### src/rtl/bcd_pkg.sv
// Shared BCD constants, FSM state type and digit helper for the BCD
// adder/subtractor datapath.
package bcd_pkg;

  localparam int         BCD_W    = 4;
  localparam logic [3:0] BCD_MAX  = 4'd9;
  localparam logic [4:0] BCD_BASE = 5'd10;

  typedef enum logic [1:0] {
    IDLE = 2'd0,
    RUN  = 2'd1,
    DONE = 2'd2
  } state_e;

  function automatic logic bcd_digit_valid(input logic [3:0] d);
    return (d <= BCD_MAX);
  endfunction

endpackage

### src/rtl/bcd_subtractor_serial_if.sv
// Start/busy/done handshake and operand/result bus of the serial BCD subtractor.
interface bcd_subtractor_serial_if #(
  parameter int NDIG = 4
);
  logic              start;
  logic [4*NDIG-1:0] a;
  logic [4*NDIG-1:0] b;
  logic              bin;
  logic              busy;
  logic              done;
  logic [4*NDIG-1:0] diff;
  logic              bout;
  logic              err;

  modport master (output start, a, b, bin, input busy, done, diff, bout, err);
  modport slave  (input start, a, b, bin, output busy, done, diff, bout, err);
endinterface

### src/rtl/bcd_digit_sub.sv
// One-digit BCD subtractor cell: d = a - b - bin, corrected by +10 on borrow.
module bcd_digit_sub
  import bcd_pkg::*;
(
  input  logic [3:0] a_i,
  input  logic [3:0] b_i,
  input  logic       bin_i,
  output logic [3:0] d_o,
  output logic       bout_o
);

  logic [4:0] t_s;

  // Five-bit difference; bit 4 set means the result went negative.
  always_comb begin
    t_s = {1'b0, a_i} - {1'b0, b_i} - {4'd0, bin_i};
    if (t_s[4]) begin
      d_o    = t_s[3:0] + BCD_BASE[3:0];
      bout_o = 1'b1;
    end else begin
      d_o    = t_s[3:0];
      bout_o = 1'b0;
    end
  end

endmodule

### src/rtl/bcd_subtractor_serial.sv
// Digit-serial BCD subtractor: A - B - bin, one digit per clock, LSD first.
// Negative results come back in ten's-complement form with bout set.
module bcd_subtractor_serial
  import bcd_pkg::*;
#(
  parameter int NDIG = 4
) (
  input  logic                    clk,
  input  logic                    rst,
  bcd_subtractor_serial_if.slave  bus
);

  localparam int                W        = BCD_W * NDIG;
  localparam int                IDX_W    = (NDIG > 1) ? $clog2(NDIG) : 1;
  localparam logic [IDX_W-1:0]  LAST_IDX = IDX_W'(NDIG - 1);

  state_e           state_q, state_d;
  logic [IDX_W-1:0] idx_q, idx_d;
  logic [W-1:0]     a_q, a_d, b_q, b_d, diff_q, diff_d;
  logic             borrow_q, borrow_d;
  logic             bout_q, bout_d;
  logic             err_q, err_d;
  logic             busy_q, busy_d;
  logic             done_q, done_d;

  logic             any_bad_s;
  logic [3:0]       dig_a_s, dig_b_s, dig_d_s;
  logic             dig_bout_s;

  // Flag any non-BCD digit on the incoming operands.
  always_comb begin
    any_bad_s = 1'b0;
    for (int i = 0; i < NDIG; i++) begin
      any_bad_s = any_bad_s
                | ~bcd_digit_valid(bus.a[BCD_W*i +: BCD_W])
                | ~bcd_digit_valid(bus.b[BCD_W*i +: BCD_W]);
    end
  end

  assign dig_a_s = a_q[BCD_W*idx_q +: BCD_W];
  assign dig_b_s = b_q[BCD_W*idx_q +: BCD_W];

  bcd_digit_sub u_digit (
    .a_i    (dig_a_s),
    .b_i    (dig_b_s),
    .bin_i  (borrow_q),
    .d_o    (dig_d_s),
    .bout_o (dig_bout_s)
  );

  // Next-state and datapath update.
  always_comb begin
    state_d  = state_q;
    idx_d    = idx_q;
    a_d      = a_q;
    b_d      = b_q;
    diff_d   = diff_q;
    borrow_d = borrow_q;
    bout_d   = bout_q;
    err_d    = err_q;
    case (state_q)
      IDLE: begin
        if (bus.start) begin
          a_d    = bus.a;
          b_d    = bus.b;
          diff_d = '0;
          idx_d  = '0;
          bout_d = 1'b0;
          if (any_bad_s) begin
            err_d    = 1'b1;
            borrow_d = 1'b0;
            state_d  = DONE;
          end else begin
            err_d    = 1'b0;
            borrow_d = bus.bin;
            state_d  = RUN;
          end
        end else begin
          state_d = IDLE;
        end
      end
      RUN: begin
        diff_d[BCD_W*idx_q +: BCD_W] = dig_d_s;
        borrow_d                     = dig_bout_s;
        if (idx_q == LAST_IDX) begin
          bout_d  = dig_bout_s;
          idx_d   = '0;
          state_d = DONE;
        end else begin
          idx_d   = idx_q + 1'b1;
          state_d = RUN;
        end
      end
      DONE: begin
        state_d = IDLE;
      end
      default: begin
        state_d = IDLE;
      end
    endcase
    busy_d = (state_d == RUN);
    done_d = (state_d == DONE);
  end

  // State and output registers.
  always_ff @(posedge clk) begin
    if (rst) begin
      state_q  <= IDLE;
      idx_q    <= '0;
      a_q      <= '0;
      b_q      <= '0;
      diff_q   <= '0;
      borrow_q <= 1'b0;
      bout_q   <= 1'b0;
      err_q    <= 1'b0;
      busy_q   <= 1'b0;
      done_q   <= 1'b0;
    end else begin
      state_q  <= state_d;
      idx_q    <= idx_d;
      a_q      <= a_d;
      b_q      <= b_d;
      diff_q   <= diff_d;
      borrow_q <= borrow_d;
      bout_q   <= bout_d;
      err_q    <= err_d;
      busy_q   <= busy_d;
      done_q   <= done_d;
    end
  end

  assign bus.busy = busy_q;
  assign bus.done = done_q;
  assign bus.diff = diff_q;
  assign bus.bout = bout_q;
  assign bus.err  = err_q;

endmodule

### src/flat_wrapper.sv
// flat-port wrapper written by rule: the top's interface ports become plain ports
module bcd_subtractor_serial_flat import bcd_pkg::*;
#(
  parameter int NDIG = 4
)
  (clk, rst, bus_start, bus_a, bus_b, bus_bin, bus_busy, bus_done, bus_diff, bus_bout, bus_err);
  bcd_subtractor_serial_if #(.NDIG(NDIG)) bus_i ();
  input  logic clk;
  input  logic rst;
  input wire logic [$bits(bus_i.start)-1:0] bus_start;
  input wire logic [$bits(bus_i.a)-1:0] bus_a;
  input wire logic [$bits(bus_i.b)-1:0] bus_b;
  input wire logic [$bits(bus_i.bin)-1:0] bus_bin;
  output wire logic [$bits(bus_i.busy)-1:0] bus_busy;
  output wire logic [$bits(bus_i.done)-1:0] bus_done;
  output wire logic [$bits(bus_i.diff)-1:0] bus_diff;
  output wire logic [$bits(bus_i.bout)-1:0] bus_bout;
  output wire logic [$bits(bus_i.err)-1:0] bus_err;
  assign bus_i.start = bus_start;
  assign bus_i.a = bus_a;
  assign bus_i.b = bus_b;
  assign bus_i.bin = bus_bin;
  assign bus_busy = bus_i.busy;
  assign bus_done = bus_i.done;
  assign bus_diff = bus_i.diff;
  assign bus_bout = bus_i.bout;
  assign bus_err = bus_i.err;
  bcd_subtractor_serial #(.NDIG(NDIG)) u_core (.clk(clk), .rst(rst), .bus(bus_i));
endmodule
### config.mk
export PLATFORM = sky130hd
export DESIGN_NAME = bcd_subtractor_serial_flat
export DESIGN_NICKNAME = d
export VERILOG_FILES = /design/src/rtl/bcd_pkg.sv /design/src/rtl/bcd_subtractor_serial_if.sv /design/src/rtl/bcd_digit_sub.sv /design/src/rtl/bcd_subtractor_serial.sv /design/src/flat_wrapper.sv
export SDC_FILE = /design/constraint.sdc
export NUM_CORES = 1
export LEC_CHECK = 0
export ABC_AREA = 0
export CAP_MARGIN = 0
export CORE_ASPECT_RATIO = 1.5
export CORE_UTILIZATION = 25
export DETAILED_ROUTE_END_ITERATION = 12
export PLACE_DENSITY = 0.52
export SYNTH_ARGS = -nofsm -noshare
export SYNTH_HDL_FRONTEND = slang
export SYNTH_SLANG_ARGS = --single-unit
### constraint.sdc
create_clock -name clk -period 4.8 [get_ports clk]
set_input_delay 0.96 -clock clk [delete_from_list [all_inputs] [get_ports clk]]
set_output_delay 0.96 -clock clk [all_outputs]
set_load 0.005 [all_outputs]
== Word-level counts from Yosys, hierarchy flattened ==
Cells that the tools add are included.
W data, S select, Z words.

* Latch bits: 0
* Bits in registers: 57
* Memories kept: 0
* ROM bits: 0
* Bits of input ports: 36
* RAM bits: 0

* Divide/modulo/power cells: 0
* Equality and inequality tests: 6
* Bitwise operators: 15
* Muxes and demuxes: 19
* Reduce and logical (&&, ||, !) cells: 5
* Multipliers: 0
* Shifts and indexed selects: 4
* $lt $le $gt $ge: 8
* Add/subtract/negate cells: 5

{| class="wikitable"
|+ Operators with widths
! cell !! number
|-
| $neg A4 Y34 || 1
|-
| $shift A4 B34 Y16 const A || 1
|-
| $shiftx A4 B34 Y16 || 1
|-
| $le A4 B4 Y1 const B || 8
|-
| $pmux W16 S2 || 1
|-
| $shiftx A16 B5 Y4 || 2
|-
| $bwmux W16 || 1
|-
| $mux W16 || 1
|-
| $mux W2 || 5
|-
| $not A1 Y1 || 8
|-
| $pmux W2 S2 || 2
|-
| $or A1 B1 Y1 || 7
|-
| $mux W1 || 6
|-
| $sub A4 B4 Y5 || 1
|-
| $sub A5 B1 Y5 || 1
|-
| $add A4 B4 Y4 const B || 1
|-
| $eq A2 B1 Y1 const B || 2
|-
| $eq A2 B2 Y1 const B || 2
|-
| $mux W4 || 1
|-
| $pmux W1 S2 || 2
|-
| $reduce_and A2 Y1 || 2
|-
| $reduce_and A3 Y1 || 1
|-
| $add A2 B1 Y2 const B || 1
|-
| $logic_not A2 Y1 || 1
|-
| 3 further kinds || 3
|}

== Depth between registers and ports, before layout ==
* Depth in word-level cells: 13
* Gate-level depth with buffers: 11
* Gate-level depth less buffers: 10

== Modules after synthesis ==
From an unflattened synthesis, not the netlist that was laid out.

* Cell total of the unflattened synthesis: 301
* Area total of the unflattened synthesis: 2,656.3 um^2

{| class="wikitable"
|+ By module, submodules not included
! module !! times used !! cells an instance !! area each (um^2)
|-
| bcd_subtractor_serial || 1 || 269 || 2,382.3
|-
| bcd_digit_sub || 1 || 32 || 274.0
|}

== Least setup slack after synthesis ==
OpenSTA, ideal clock, no wires.

* Path type: reg-to-reg
* From: reg u_core.idx_q[0]
* To: reg u_core.diff_q[11] (netlist: u_core.bus.diff[11])
* Setup slack: 1.310 ns
* Buffers on the path: 2
* Data arrival time: 3.372 ns
* Cell stages (with the launch flop): 12
* Cell sequence: dfxtp_1 -> buf_2 -> buf_2 -> mux4_2 -> fa_1 -> fa_1 -> xor2_1 -> ha_1 -> o21ai_0 -> o31ai_4 -> mux2i_1 -> a32o_1

* Word-level cells in the longest chain between the ends: 8
* Elaborated cells between the ends (all ways): 11
* Classes of those cells: add/sub (4); shift (4); mux (3)

{| class="wikitable"
|+ Ends and longest elaborated chain
! element !! RTL line !! source
|-
| start: declaration || bcd_subtractor_serial.sv:18 || <nowiki>logic [IDX_W-1:0] idx_q, idx_d;</nowiki>
|-
| start signal: assignment || bcd_subtractor_serial.sv:120 || <nowiki>idx_q <= idx_d;</nowiki>
|-
| $shiftx A16 B5 Y4, on equally long branches || bcd_subtractor_serial.sv:40, bcd_subtractor_serial.sv:41 ||
|-
| $sub A4 B4 Y5 || bcd_digit_sub.sv:16 || <nowiki>t_s = {1'b0, a_i} - {1'b0, b_i} - {4'd0, bin_i};</nowiki>
|-
| $sub A5 B1 Y5 || bcd_digit_sub.sv:16 ||
|-
| $add A4 B4 Y4 || bcd_digit_sub.sv:18 || <nowiki>d_o = t_s[3:0] + BCD_BASE[3:0];</nowiki>
|-
| $mux W4 || bcd_digit_sub.sv:17 || <nowiki>if (t_s[4]) begin</nowiki>
|-
| $shiftx A4 B34 Y16 || bcd_subtractor_serial.sv:83 || <nowiki>diff_d[BCD_W*idx_q +: BCD_W] = dig_d_s;</nowiki>
|-
| $bwmux W16 (*) || bcd_subtractor_serial.sv:83 ||
|-
| $pmux W16 S2 (*) || bcd_subtractor_serial.sv:61 || <nowiki>case (state_q)</nowiki>
|-
| end signal: assignment || bcd_subtractor_serial.sv:123 || <nowiki>diff_q <= diff_d;</nowiki>
|-
| end: declaration || bcd_subtractor_serial.sv:19 || <nowiki>logic [W-1:0] a_q, a_d, b_q, b_d, diff_q, diff_d;</nowiki>
|}

Mark *: on every way between the ends. The rest lies on a longest branch, timed or not.
A chain may end at the register's enable or synchronous reset.

== Worst setup path in the final report ==
* From: reg u_core.idx_q[0]
* To: reg u_core.diff_q[3] (netlist: u_core.bus.diff[3])

The elaborated chain is that of the path after synthesis.

==> flow_summary_export.csv <==
group,metric,value,unit
status,status,"complete, no violations",
global_route,grt_max_degree,54,
synth,ys_seq_area_share,43.2,%
placement,postPlaceCellArea,3300,sq um
global_route,antenna_found_initial,0,
detailed_routing,detail-route-antenna-nets,0,
layout,fin_nets,413,
timing,slew_viol_final,0,
detailed_routing,viasPerCell,4.47,
critical_path,cp.arrival,3.73,ns
critical_path,critPathTopFamily,"adder cells",
synth,ys_seq_elements,57,
global_route,grt_overflow_total,0,
timing,clock_skew,0.00581,ns
synth,syn-num-nets,363,
critical_path,critical_path.cell_chain,"mux4_2 -> fa_1 -> fa_1 -> xor2_1 -> ha_1 -> o21ai_0 -> o31ai_4 -> mux2i_1 -> a32o_1",
clocking,cts_buffers,9,
critical_path,rr_worst_depth,9,
placement,routabilityCongestion,0.811,
layout,regArea,1140,sq um
synth,yosys-top-cells-area,"dfxtp_1, nand2_1, a21oi_1, mux4_2, ha_1",
clocking,ctsLongestPathBuffers,2,
clocking,cts_sinks,57,
detailed_routing,drt_iter0_drc,57,
min_path,min_path_type,"register to register",
synth,syn_inst,316,
synth,synth_top_area_share,43.2,%
critical_path,crit_buf_inv,0,
critical_path,cp_data_required_time,5.01,ns
clocking,cts_tree,"built",
critical_path,slowest_stage,"dfxtp_1",
critical_path,critPathKind,"register to register",
synth,yosysTopAreaCell,"dfxtp_1",
global_route,grt_use_total,13.5,%
layout,synthToLayoutAreaGrowth,34.9,%
layout,multi_input_area,1380,sq um
layout,layout_common_cells,"nand2_1, dfxtp_1, clkdlybuf4s50_1, a21oi_1, nor2_1",
critical_path,crit_cells,9,
die,die-area,11000,sq um
clocking,h-tree-depth,3,
power_and_ir_drop,power_density,346,nW/um^2
power_and_ir_drop,max-vdd-ir-drop,0.152,mV
timing,rsz0062_at_grt,"no",
synth,postSynthAreaPerCell,8.37,sq um
die,start_util,25.9,%
timing,finalHoldViolCount,0,
die,die_width,86.0,um
clocking,clk_latency,0.33,ns
timing,tns,0,ns
detailed_routing,vias,2284,
clocking,hold_buffers,0,
global_route,grt_pass1_wl,11100,um
timing,tightest_slew,0.964,ns
detailed_routing,drt-pass1-iter-count,4,
power_and_ir_drop,power.leakage,1.28,nW
timing,min_period,3.52,ns
timing,final.hold.worst_slack,0.441,ns
critical_path,end_kind,"register",
layout,diodes,0,
min_path,holdPathStages,2,
synth,synth_warnings,0,
detailed_routing,wl_per_cell,13.3,um
synth,synth_cell_type_count,37,
global_route,grt_pass1_vias,2261,
die,io_pins,56,
placement,pre_cts_ws,1.27,ns
die,fp.dieH,128,um
placement,io_buffers,55,
die,core,10200,sq um
critical_path,cp-start-kind,"register",
clocking,ctsRootBufferMaster,"clkbuf_16",
layout,fill_cells,1092,
layout,drive_gt1_share,8.11,%
clocking,path_clk_slew,0.05,ns
layout,design_area,3570,sq um
critical_path,crit_fanout,9,
timing,final-setup-viol-count,0,
die,num_rows,45,
job,cap_violations,0,
critical_path,max_stage_delay,0.60,ns
timing,fmax,284,MHz
detailed_routing,wirelength,6790,um
timing,slew_headroom,35.7,%
synth,netlist_area,2640,sq um
critical_path,cpMostUsedCell,"fa_1",
clocking,post_cts_buffers,0,
layout,layout_commonest_cell,"nand2_1",
clocking,cts_resized,0,
timing,postLayoutSetupSlackWorst,1.28,ns
placement,dp_hpwl,5180,um
timing,min_period_over_period,73.3,%
detailed_routing,drc,0,
[cells by family (layout without fill, tap and decap cells)]
kind of cell	after synthesis	count (layout)	share of synthesized area (%)
adder cells (fa/ha/maj)	11	11	5.77
AO/OA/AOI/OAI	75	75	16.2
flip-flops	57	57	43.2
AND/OR/NAND/NOR	126	126	20.6
buffers and inverters	30	84	4.59
multiplexers	11	11	7.67
XOR/XNOR	6	6	1.99
[synth_stat cells, drive strengths merged]
cell     count
ha           9
fa           2
inv         12
or4          1
xnor2        2
a21oi       45
xor2         4
dfxtp       57
o22ai        1
a211oi       1
nor2b        5
a311oi       1
nor3b        3
or2          1
o31ai        1
a2bb2oi      1
o21ai       20
buf          7
mux2         1
clkbuf      11
nor2        16
nand3        3
nand2       86
mux2i        3
nor4b        1
o22a         1
nand2b       6
nand4b       1
a22oi        1
mux4         7
nand4        2
a21o         1
a32o         2
nor3         1
[through the flow]
| step | cells | power [mW] | utilization [%] |
|---|---|---|---|
| after global routing | 511 | 1.29 | 35.0 |
| after CTS | 511 | 1.25 | 35.0 |
| after floorplan | 316 | 0.621 | - |
| after global placement | 496 | 0.684 | 32.4 |
| final | 511 | 1.24 | 35.0 |
| after detailed placement | 496 | 0.687 | 32.4 |
[path summary, 6_finish.rpt]
path | start | endpoint | slack, ns
worst min-delay path | u_core.bus.diff[9] | u_core.bus.diff[9] | 0.44
worst max register to register | u_core.idx_q[0] | u_core.bus.diff[3] | 1.28
worst max-delay path | u_core.idx_q[0] | u_core.bus.diff[3] | 1.28
worst min register to register | u_core.bus.diff[9] | u_core.bus.diff[9] | 0.44
[registers in the layout (all words and copies together), names as in the netlist, 2 cells and up]
signal and count:
u_core.b_q 16, u_core.a_q 16, u_core.bus.diff 16, u_core.state_q 2
u_core.idx_q 2
[cell type report]
class                           instances  area share [%]
Timing Repair Buffer                   57            15.7
Multi-Input combinational cell        229            38.7
Clock buffer                           11            6.80
Tap cell                              141            4.95
Inverter                               12            1.26
Sequential cell                        57            32.0
Clock inverter                          4           0.561
[layer usage]
layer,global-route usage (%),wire (um),up-vias
li1,-,-,1167
met1,14.7,2740,1046
met2,23.4,3620,59
met3,4.25,280,12
met4,6.76,156,0
met5,0,0,-
[where the power goes]
part | total, mW | switching [mW] | internal (mW)
combinational | 0.170 | 0.0929 | 0.0771
clock | 0.560 | 0.205 | 0.355
sequential | 0.505 | 0.0116 | 0.494
[worst reg2reg max path, cell delays in order, from the launching register on]
cell and delay, ns:
dfxtp_1 0.60, mux4_2 0.58, fa_1 0.43, fa_1 0.47
xor2_1 0.18, ha_1 0.25, o21ai_0 0.31, o31ai_4 0.14
mux2i_1 0.17, a32o_1 0.28
No activity file was read; power rests on OpenSTA's default activity.
